## src/rtl/rgb_cmp_pwm_if.sv

```systemverilog
`default_nettype none
// ============================================================================
// Module      : rgb_cmp_pwm_if
// Description : Operand/control and LED/status bundle for rgb_cmp_pwm.
//               The master drives the operands and controls.
//               The slave (the comparator) drives the LED and status outputs.
// Revision    : 1.0  initial release
// ============================================================================
interface rgb_cmp_pwm_if #(
    parameter int WIDTH    = 4,
    parameter int PWM_BITS = 8,
    parameter int CNT_W    = 8
);
    logic                in_valid;
    logic [WIDTH-1:0]    a;
    logic [WIDTH-1:0]    b;
    logic [1:0]          mode;
    logic [PWM_BITS-1:0] duty;
    logic                clr_cnt;
    logic                r;
    logic                g;
    logic                b_out;
    logic                eq;
    logic                out_valid;
    logic [CNT_W-1:0]    mis_count;

    modport master (
        output in_valid, a, b, mode, duty, clr_cnt,
        input  r, g, b_out, eq, out_valid, mis_count
    );

    modport slave (
        input  in_valid, a, b, mode, duty, clr_cnt,
        output r, g, b_out, eq, out_valid, mis_count
    );
endinterface
`default_nettype wire

```

## src/rtl/rgb_cmp_pwm.sv

```systemverilog
`default_nettype none
// ============================================================================
// Module      : rgb_cmp_pwm
// Description : Registered unsigned magnitude comparator driving an RGB LED.
//               Red means a>=b, green means b>=a, and blue means a!=b.
//               The LED can be shown steady, PWM-dimmed, blinking or off.
//               A saturating counter records mismatched samples.
// Revision    : 1.0  initial release
// ============================================================================
module rgb_cmp_pwm #(
    parameter int WIDTH        = 4,
    parameter int PWM_BITS     = 8,
    parameter int BLINK_CYCLES = 25000000,
    parameter int CNT_W        = 8
) (
    input  wire logic     clk,
    input  wire logic     rst,
    rgb_cmp_pwm_if.slave  bus
);

    localparam int                     c_blink_w    = (BLINK_CYCLES > 1) ? $clog2(BLINK_CYCLES) : 1;
    localparam logic [c_blink_w-1:0]   c_blink_last = c_blink_w'(BLINK_CYCLES - 1);
    localparam logic [CNT_W-1:0]       c_cnt_max    = {CNT_W{1'b1}};
    localparam logic [1:0]             c_mode_steady = 2'b00;
    localparam logic [1:0]             c_mode_pwm    = 2'b01;
    localparam logic [1:0]             c_mode_blink  = 2'b10;

    // Captured comparison flags; these persist between samples.
    logic ge_q, ge_d, le_q, le_d, ne_q, ne_d;
    // A capture happened on the previous edge, so the outputs publish it now.
    logic cap_q, cap_d;
    logic r_q, r_d, g_q, g_d, b_q, b_d, eq_q, eq_d, out_valid_q, out_valid_d;
    logic [CNT_W-1:0]     mis_q, mis_d;
    logic [PWM_BITS-1:0]  pwm_cnt_q, pwm_cnt_d;
    logic [c_blink_w-1:0] blink_cnt_q, blink_cnt_d;
    logic                 blink_phase_q, blink_phase_d;
    logic                 w_gate;

    // LED enable for the current display mode.
    always_comb begin
        w_gate = 1'b0;
        case (bus.mode)
            c_mode_steady: w_gate = 1'b1;
            c_mode_pwm:    w_gate = (pwm_cnt_q < bus.duty);
            c_mode_blink:  w_gate = blink_phase_q;
            default:       w_gate = 1'b0;
        endcase
    end

    // Next-state logic for capture, outputs, counters and the blink timer.
    always_comb begin
        ge_d          = ge_q;
        le_d          = le_q;
        ne_d          = ne_q;
        mis_d         = mis_q;
        cap_d         = bus.in_valid;
        out_valid_d   = cap_q;
        // The LED colours are re-gated on every edge, so mode and duty changes appear one cycle later.
        r_d           = ge_q & w_gate;
        g_d           = le_q & w_gate;
        b_d           = ne_q & w_gate;
        // eq changes only when a new sample is published, so it reads 0 until the first sample after reset.
        eq_d          = cap_q ? ~ne_q : eq_q;
        pwm_cnt_d     = pwm_cnt_q + 1'b1;
        blink_cnt_d   = '0;
        blink_phase_d = 1'b1;

        if (bus.in_valid) begin
            ge_d = (bus.a >= bus.b);
            le_d = (bus.b >= bus.a);
            ne_d = (bus.a != bus.b);
        end

        if (bus.clr_cnt) begin
            mis_d = '0;
        end else if (bus.in_valid && (bus.a != bus.b) && (mis_q != c_cnt_max)) begin
            mis_d = mis_q + 1'b1;
        end

        // Outside blink mode, the timer is held in its starting state so that entering blink mode begins a full ON half-period.
        if (bus.mode == c_mode_blink) begin
            blink_phase_d = blink_phase_q;
            if (blink_cnt_q == c_blink_last) begin
                blink_cnt_d   = '0;
                blink_phase_d = ~blink_phase_q;
            end else begin
                blink_cnt_d   = blink_cnt_q + 1'b1;
            end
        end
    end

    // State registers with synchronous reset.
    always_ff @(posedge clk) begin
        if (rst) begin
            ge_q          <= 1'b0;
            le_q          <= 1'b0;
            ne_q          <= 1'b0;
            cap_q         <= 1'b0;
            r_q           <= 1'b0;
            g_q           <= 1'b0;
            b_q           <= 1'b0;
            eq_q          <= 1'b0;
            out_valid_q   <= 1'b0;
            mis_q         <= '0;
            pwm_cnt_q     <= '0;
            blink_cnt_q   <= '0;
            blink_phase_q <= 1'b1;
        end else begin
            ge_q          <= ge_d;
            le_q          <= le_d;
            ne_q          <= ne_d;
            cap_q         <= cap_d;
            r_q           <= r_d;
            g_q           <= g_d;
            b_q           <= b_d;
            eq_q          <= eq_d;
            out_valid_q   <= out_valid_d;
            mis_q         <= mis_d;
            pwm_cnt_q     <= pwm_cnt_d;
            blink_cnt_q   <= blink_cnt_d;
            blink_phase_q <= blink_phase_d;
        end
    end

    assign bus.r         = r_q;
    assign bus.g         = g_q;
    assign bus.b_out     = b_q;
    assign bus.eq        = eq_q;
    assign bus.out_valid = out_valid_q;
    assign bus.mis_count = mis_q;

endmodule
`default_nettype wire

```

## src/flat_wrapper.sv

```systemverilog
// flat-port wrapper written by rule: the top's interface ports become plain ports
module rgb_cmp_pwm_flat 
#(
    parameter int WIDTH        = 4,
    parameter int PWM_BITS     = 8,
    parameter int BLINK_CYCLES = 25000000,
    parameter int CNT_W        = 8
)
  (clk, rst, bus_in_valid, bus_a, bus_b, bus_mode, bus_duty, bus_clr_cnt, bus_r, bus_g, bus_b_out, bus_eq, bus_out_valid, bus_mis_count);
  rgb_cmp_pwm_if #(.WIDTH(WIDTH), .PWM_BITS(PWM_BITS), .CNT_W(CNT_W)) bus_i ();
  input  wire logic clk;
  input  wire logic rst;
  input wire logic [$bits(bus_i.in_valid)-1:0] bus_in_valid;
  input wire logic [$bits(bus_i.a)-1:0] bus_a;
  input wire logic [$bits(bus_i.b)-1:0] bus_b;
  input wire logic [$bits(bus_i.mode)-1:0] bus_mode;
  input wire logic [$bits(bus_i.duty)-1:0] bus_duty;
  input wire logic [$bits(bus_i.clr_cnt)-1:0] bus_clr_cnt;
  output wire logic [$bits(bus_i.r)-1:0] bus_r;
  output wire logic [$bits(bus_i.g)-1:0] bus_g;
  output wire logic [$bits(bus_i.b_out)-1:0] bus_b_out;
  output wire logic [$bits(bus_i.eq)-1:0] bus_eq;
  output wire logic [$bits(bus_i.out_valid)-1:0] bus_out_valid;
  output wire logic [$bits(bus_i.mis_count)-1:0] bus_mis_count;
  assign bus_i.in_valid = bus_in_valid;
  assign bus_i.a = bus_a;
  assign bus_i.b = bus_b;
  assign bus_i.mode = bus_mode;
  assign bus_i.duty = bus_duty;
  assign bus_i.clr_cnt = bus_clr_cnt;
  assign bus_r = bus_i.r;
  assign bus_g = bus_i.g;
  assign bus_b_out = bus_i.b_out;
  assign bus_eq = bus_i.eq;
  assign bus_out_valid = bus_i.out_valid;
  assign bus_mis_count = bus_i.mis_count;
  rgb_cmp_pwm #(.WIDTH(WIDTH), .PWM_BITS(PWM_BITS), .BLINK_CYCLES(BLINK_CYCLES), .CNT_W(CNT_W)) u_core (.clk(clk), .rst(rst), .bus(bus_i));
endmodule
```

## config.mk

```make
export PLATFORM = sky130hd
export DESIGN_NAME = rgb_cmp_pwm_flat
export DESIGN_NICKNAME = d
export VERILOG_FILES = /design/src/rtl/rgb_cmp_pwm_if.sv /design/src/rtl/rgb_cmp_pwm.sv /design/src/flat_wrapper.sv
export SDC_FILE = /design/constraint.sdc
export NUM_CORES = 1
export LEC_CHECK = 0
export CAP_MARGIN = 20
export CORE_MARGIN = 1
export CORE_UTILIZATION = 52
export CTS_CLUSTER_SIZE = 12
export DETAILED_ROUTE_END_ITERATION = 10
export DONT_BUFFER_PORTS = 1
export PLACE_DENSITY = 0.7
export SKIP_CTS_REPAIR_TIMING = 1
export SYNTH_ARGS = -nofsm -noshare
export SYNTH_HDL_FRONTEND = slang
export SYNTH_SLANG_ARGS = --single-unit
```

## constraint.sdc

```tcl
create_clock -name clk -period 1.8 [get_ports clk]
set_input_delay 0.45 -clock clk [delete_from_list [all_inputs] [get_ports clk]]
set_output_delay 0.45 -clock clk [all_outputs]
set_load 0.03 [all_outputs]
```

==> impl_metrics.py <==
metrics = {
    "cells_and_area": {
        "area_growth_pct": 13.7,
        "final_cell_area_um2": 2740,
        "drive_gt1_share_pct": 15.1,
        "n_antenna_cell": 0,
        "final_nets": 326,
        "fillers": 397,
    },
    "floorplanning": {
        "pin_count": 35,
        "fp.dieArea_um2": 4910,
        "core_area_um2": 4410,
        "dieWidth_um": 70.1,
        "die_h_um": 70.1,
        "start_util_pct": 54.6,
        "rows": 24,
    },
    "drt": {
        "dr.first_iter.drc_count": 79,
        "wire_per_inst_um": 12.2,
        "final_antenna_net_count": 0,
        "wl_um": 4180,
        "dr.pass1.iters": 4,
        "vias_per_cell": 5.29,
        "vias": 1815,
        "drcViolationCount": 0,
    },
    "synth": {
        "yosysTopAreaCellShare_pct": 42.4,
        "netlist_instances": 269,
        "ys_types": 41,
        "ys_seq_area_share_pct": 42.4,
        "synth.area.top_cells": "dfxtp_1 (42%), xor2_1 (8.4%), ha_1 (7.3%)",
        "synth_largest_area_cell": "dfxtp_1",
        "synth_warnings": 0,
        "synth_nets": 305,
        "syn_avg_cell_area_um2": 8.96,
        "yosys_register_bits": 51,
        "netlist_area_um2": 2410,
    },
    "worst_setup_path": {
        "cp.required_ns": 2.04,
        "cp_cell_sequence": "ha_1, and3_4, a22o_1, o31a_1, a41o_1, nor3b_2",
        "ff2ff_path_depth": 6,
        "critPathMaxFanout": 3,
        "crit_path_end_kind": "register",
        "start_kind": "register",
        "worst_path_max_delay_cell": "dfxtp_2",
        "critical_path_class": "register to register",
        "max_stage_delay_ns": 0.33,
        "critical_path_arrival_ns": 1.94,
    },
    "cts": {
        "clock_sinks": 51,
        "cts_tree": "built",
        "clock_latency_ns": 0.30,
        "clockBufferDepth": 2,
        "htree_levels": 2,
        "clkTransAtPathRegs_ns": 0.09,
        "cts_buffers": 5,
        "cts_root_buf": "clkbuf_8",
    },
    "hold_path": {
        "hold_class": "input port to register",
        "min_path_cells": 1,
    },
    "power": {
        "irDropWorstVdd_mv": 0.440,
        "power_mw": 1.94,
        "power_density_nw_per_um2": 709,
        "leakagePower_nw": 1.12,
    },
    "timing": {
        "fin_crit_ns": 1.70,
        "fmax_ghz": 0.587,
        "tightest_slew_ns": 0.434,
        "slew_headroom_pct": 71.0,
        "post-route-period-util_pct": 94.6,
        "slew_violations": 0,
        "finClkSkew_ns": 0.00616,
        "hold_violations": 0,
        "final-setup-viol-count": 0,
    },
    "placed_design": {
        "routabilityCongestion": 0.767,
        "placed_area_um2": 2560,
        "portBuffers": 0,
        "dpl.hpwl_um": 2970,
    },
    "global_routing": {
        "grt_max_degree": 26,
        "grt_pass1_wl_um": 6960,
        "grt-ovfl-total": 0,
        "first_global_vias": 1664,
        "grt_usage_pct": 17.6,
        "antenna_found_initial": 0,
    },
    "status": {
        "status": "finished clean",
    },
    "flow_run": {
        "max-cap-violations": 0,
    },
}
==> placed cells by master (no fill, tap or decap), types with 2 or more instances in the layout <==
cell type   count
dfxtp_1        48
nor2_1         46
xor2_1         23
buf_4          20
inv_1          18
nand3_1        17
nand2_1        14
ha_1           12
xnor2_1        10
nand4_1        10
and3_1          6
a21oi_1         6
clkbuf_8        5
o21ai_0         4
and4_1          4
nor2b_1         3
and2_1          3
dfxtp_2         3
a31oi_1         2
or3_1           2
mux2i_1         2
a21o_1          2
nand2b_1        2
nor3b_2         2
ha_4            2
clkinvlp_4      2
==> registers in the layout, indices dropped and copies added, names as in the netlist <==
register,count
u_core.bus.eq,1
u_core.cap_q,1
u_core.bus.g,1
u_core.ne_q,1
u_core.blink_phase_q,1
u_core.pwm_cnt_q,8
u_core.bus.out_valid,1
u_core.ge_q,1
u_core.le_q,1
u_core.bus.r,1
u_core.bus.b_out,1
u_core.bus.mis_count,8
u_core.blink_cnt_q,25
==> critical path, delay by kind of cell, from the launching register on <==
| kind | cells | cell delay, ns |
|---|---|---|
| AO/OA/AOI/OAI | 3 | 0.70 |
| flip-flops | 1 | 0.33 |
| adder cells (fa/ha/maj) | 1 | 0.27 |
| AND/OR/NAND/NOR | 2 | 0.34 |
==> path summary, 6_finish.rpt <==
path,slack (ns),startpoint,to
max,0.1,u_core.pwm_cnt_q[5],u_core.bus.g
min,0.20,rst,u_core.pwm_cnt_q[6]
max reg2reg,0.1,u_core.pwm_cnt_q[5],u_core.bus.g
min reg2reg,0.46,u_core.pwm_cnt_q[0],u_core.pwm_cnt_q[0]
==> layout make-up <==
cell class | instances | area, um^2 | area share, %
sequential | 51 | 1020 | 37.4
inverter | 18 | 67.6 | 2.47
clock inverter | 3 | 23.8 | 0.868
timing repair buffer | 21 | 170 | 6.21
clock buffer | 5 | 68.8 | 2.51
multi-input combinational | 193 | 1320 | 48.1
tap | 52 | 65.1 | 2.38
==> per-layer routing <==
metal | wire length (um) | GRT usage (%)
met5 | 0 | 0
met4 | 48 | 6.00
met3 | 159 | 5.19
met2 | 2010 | 28.7
met1 | 1960 | 22.0
==> cell families (layout without fill, tap and decap cells) <==
kind of cell | after synthesis | in the layout | share of synthesized area, %
buf+inv | 25 | 47 | 5.14
flops | 51 | 51 | 42.4
mux | 2 | 2 | 0.831
compound gates | 23 | 23 | 6.44
xor+xnor | 33 | 33 | 12.0
fa+ha+maj | 14 | 14 | 7.27
simple gates | 121 | 121 | 26.0
==> per-stage QoR <==
stage | TNS, ns | worst slack (ns) | instances | hold WS [ns] | utilization, %
finish | 0 | 0.0974 | 343 | 0.200 | 62.0
detailed placement | -0.237 | -0.110 | 331 | 0.444 | 58.0
floorplan | 0 | 0.00136 | 269 | 0.421 | -
CTS | 0 | 0.0281 | 339 | 0.189 | 60.1
global route | -0.0382 | -0.0245 | 343 | 0.178 | 62.0
global placement | -0.0905 | -0.0496 | 331 | 0.434 | 58.0
==> report_power, final <==
group          leakage, nW  switching [mW]  internal [mW]
Sequential           0.415          0.0250           1.15
Combinational        0.661          0.0562         0.0543
Clock               0.0408           0.380          0.278
Total                 1.12           0.462           1.48
==> synthesized netlist by cell type, drive strengths merged <==
library cell  number
nand3b             1
or3                2
or4                1
o211ai             1
dfxtp             51
a21o               2
nand2             14
mux2i              2
o221a              1
xnor2             10
nand3             17
buf                3
nor3               2
a22o               1
a21oi              6
a41oi              1
nor2b              3
xor2              23
and3               7
a41o               1
nand4             11
and4               4
a211oi             1
nand2b             3
o21a               1
clkbuf             4
ha                14
inv               18
and2               3
o21ai              4
nor3b              3
o31ai              1
or2                1
nor2              46
nor4               3
o31a               1
a31oi              2
Note: power is estimated with default switching activity, not from simulation.
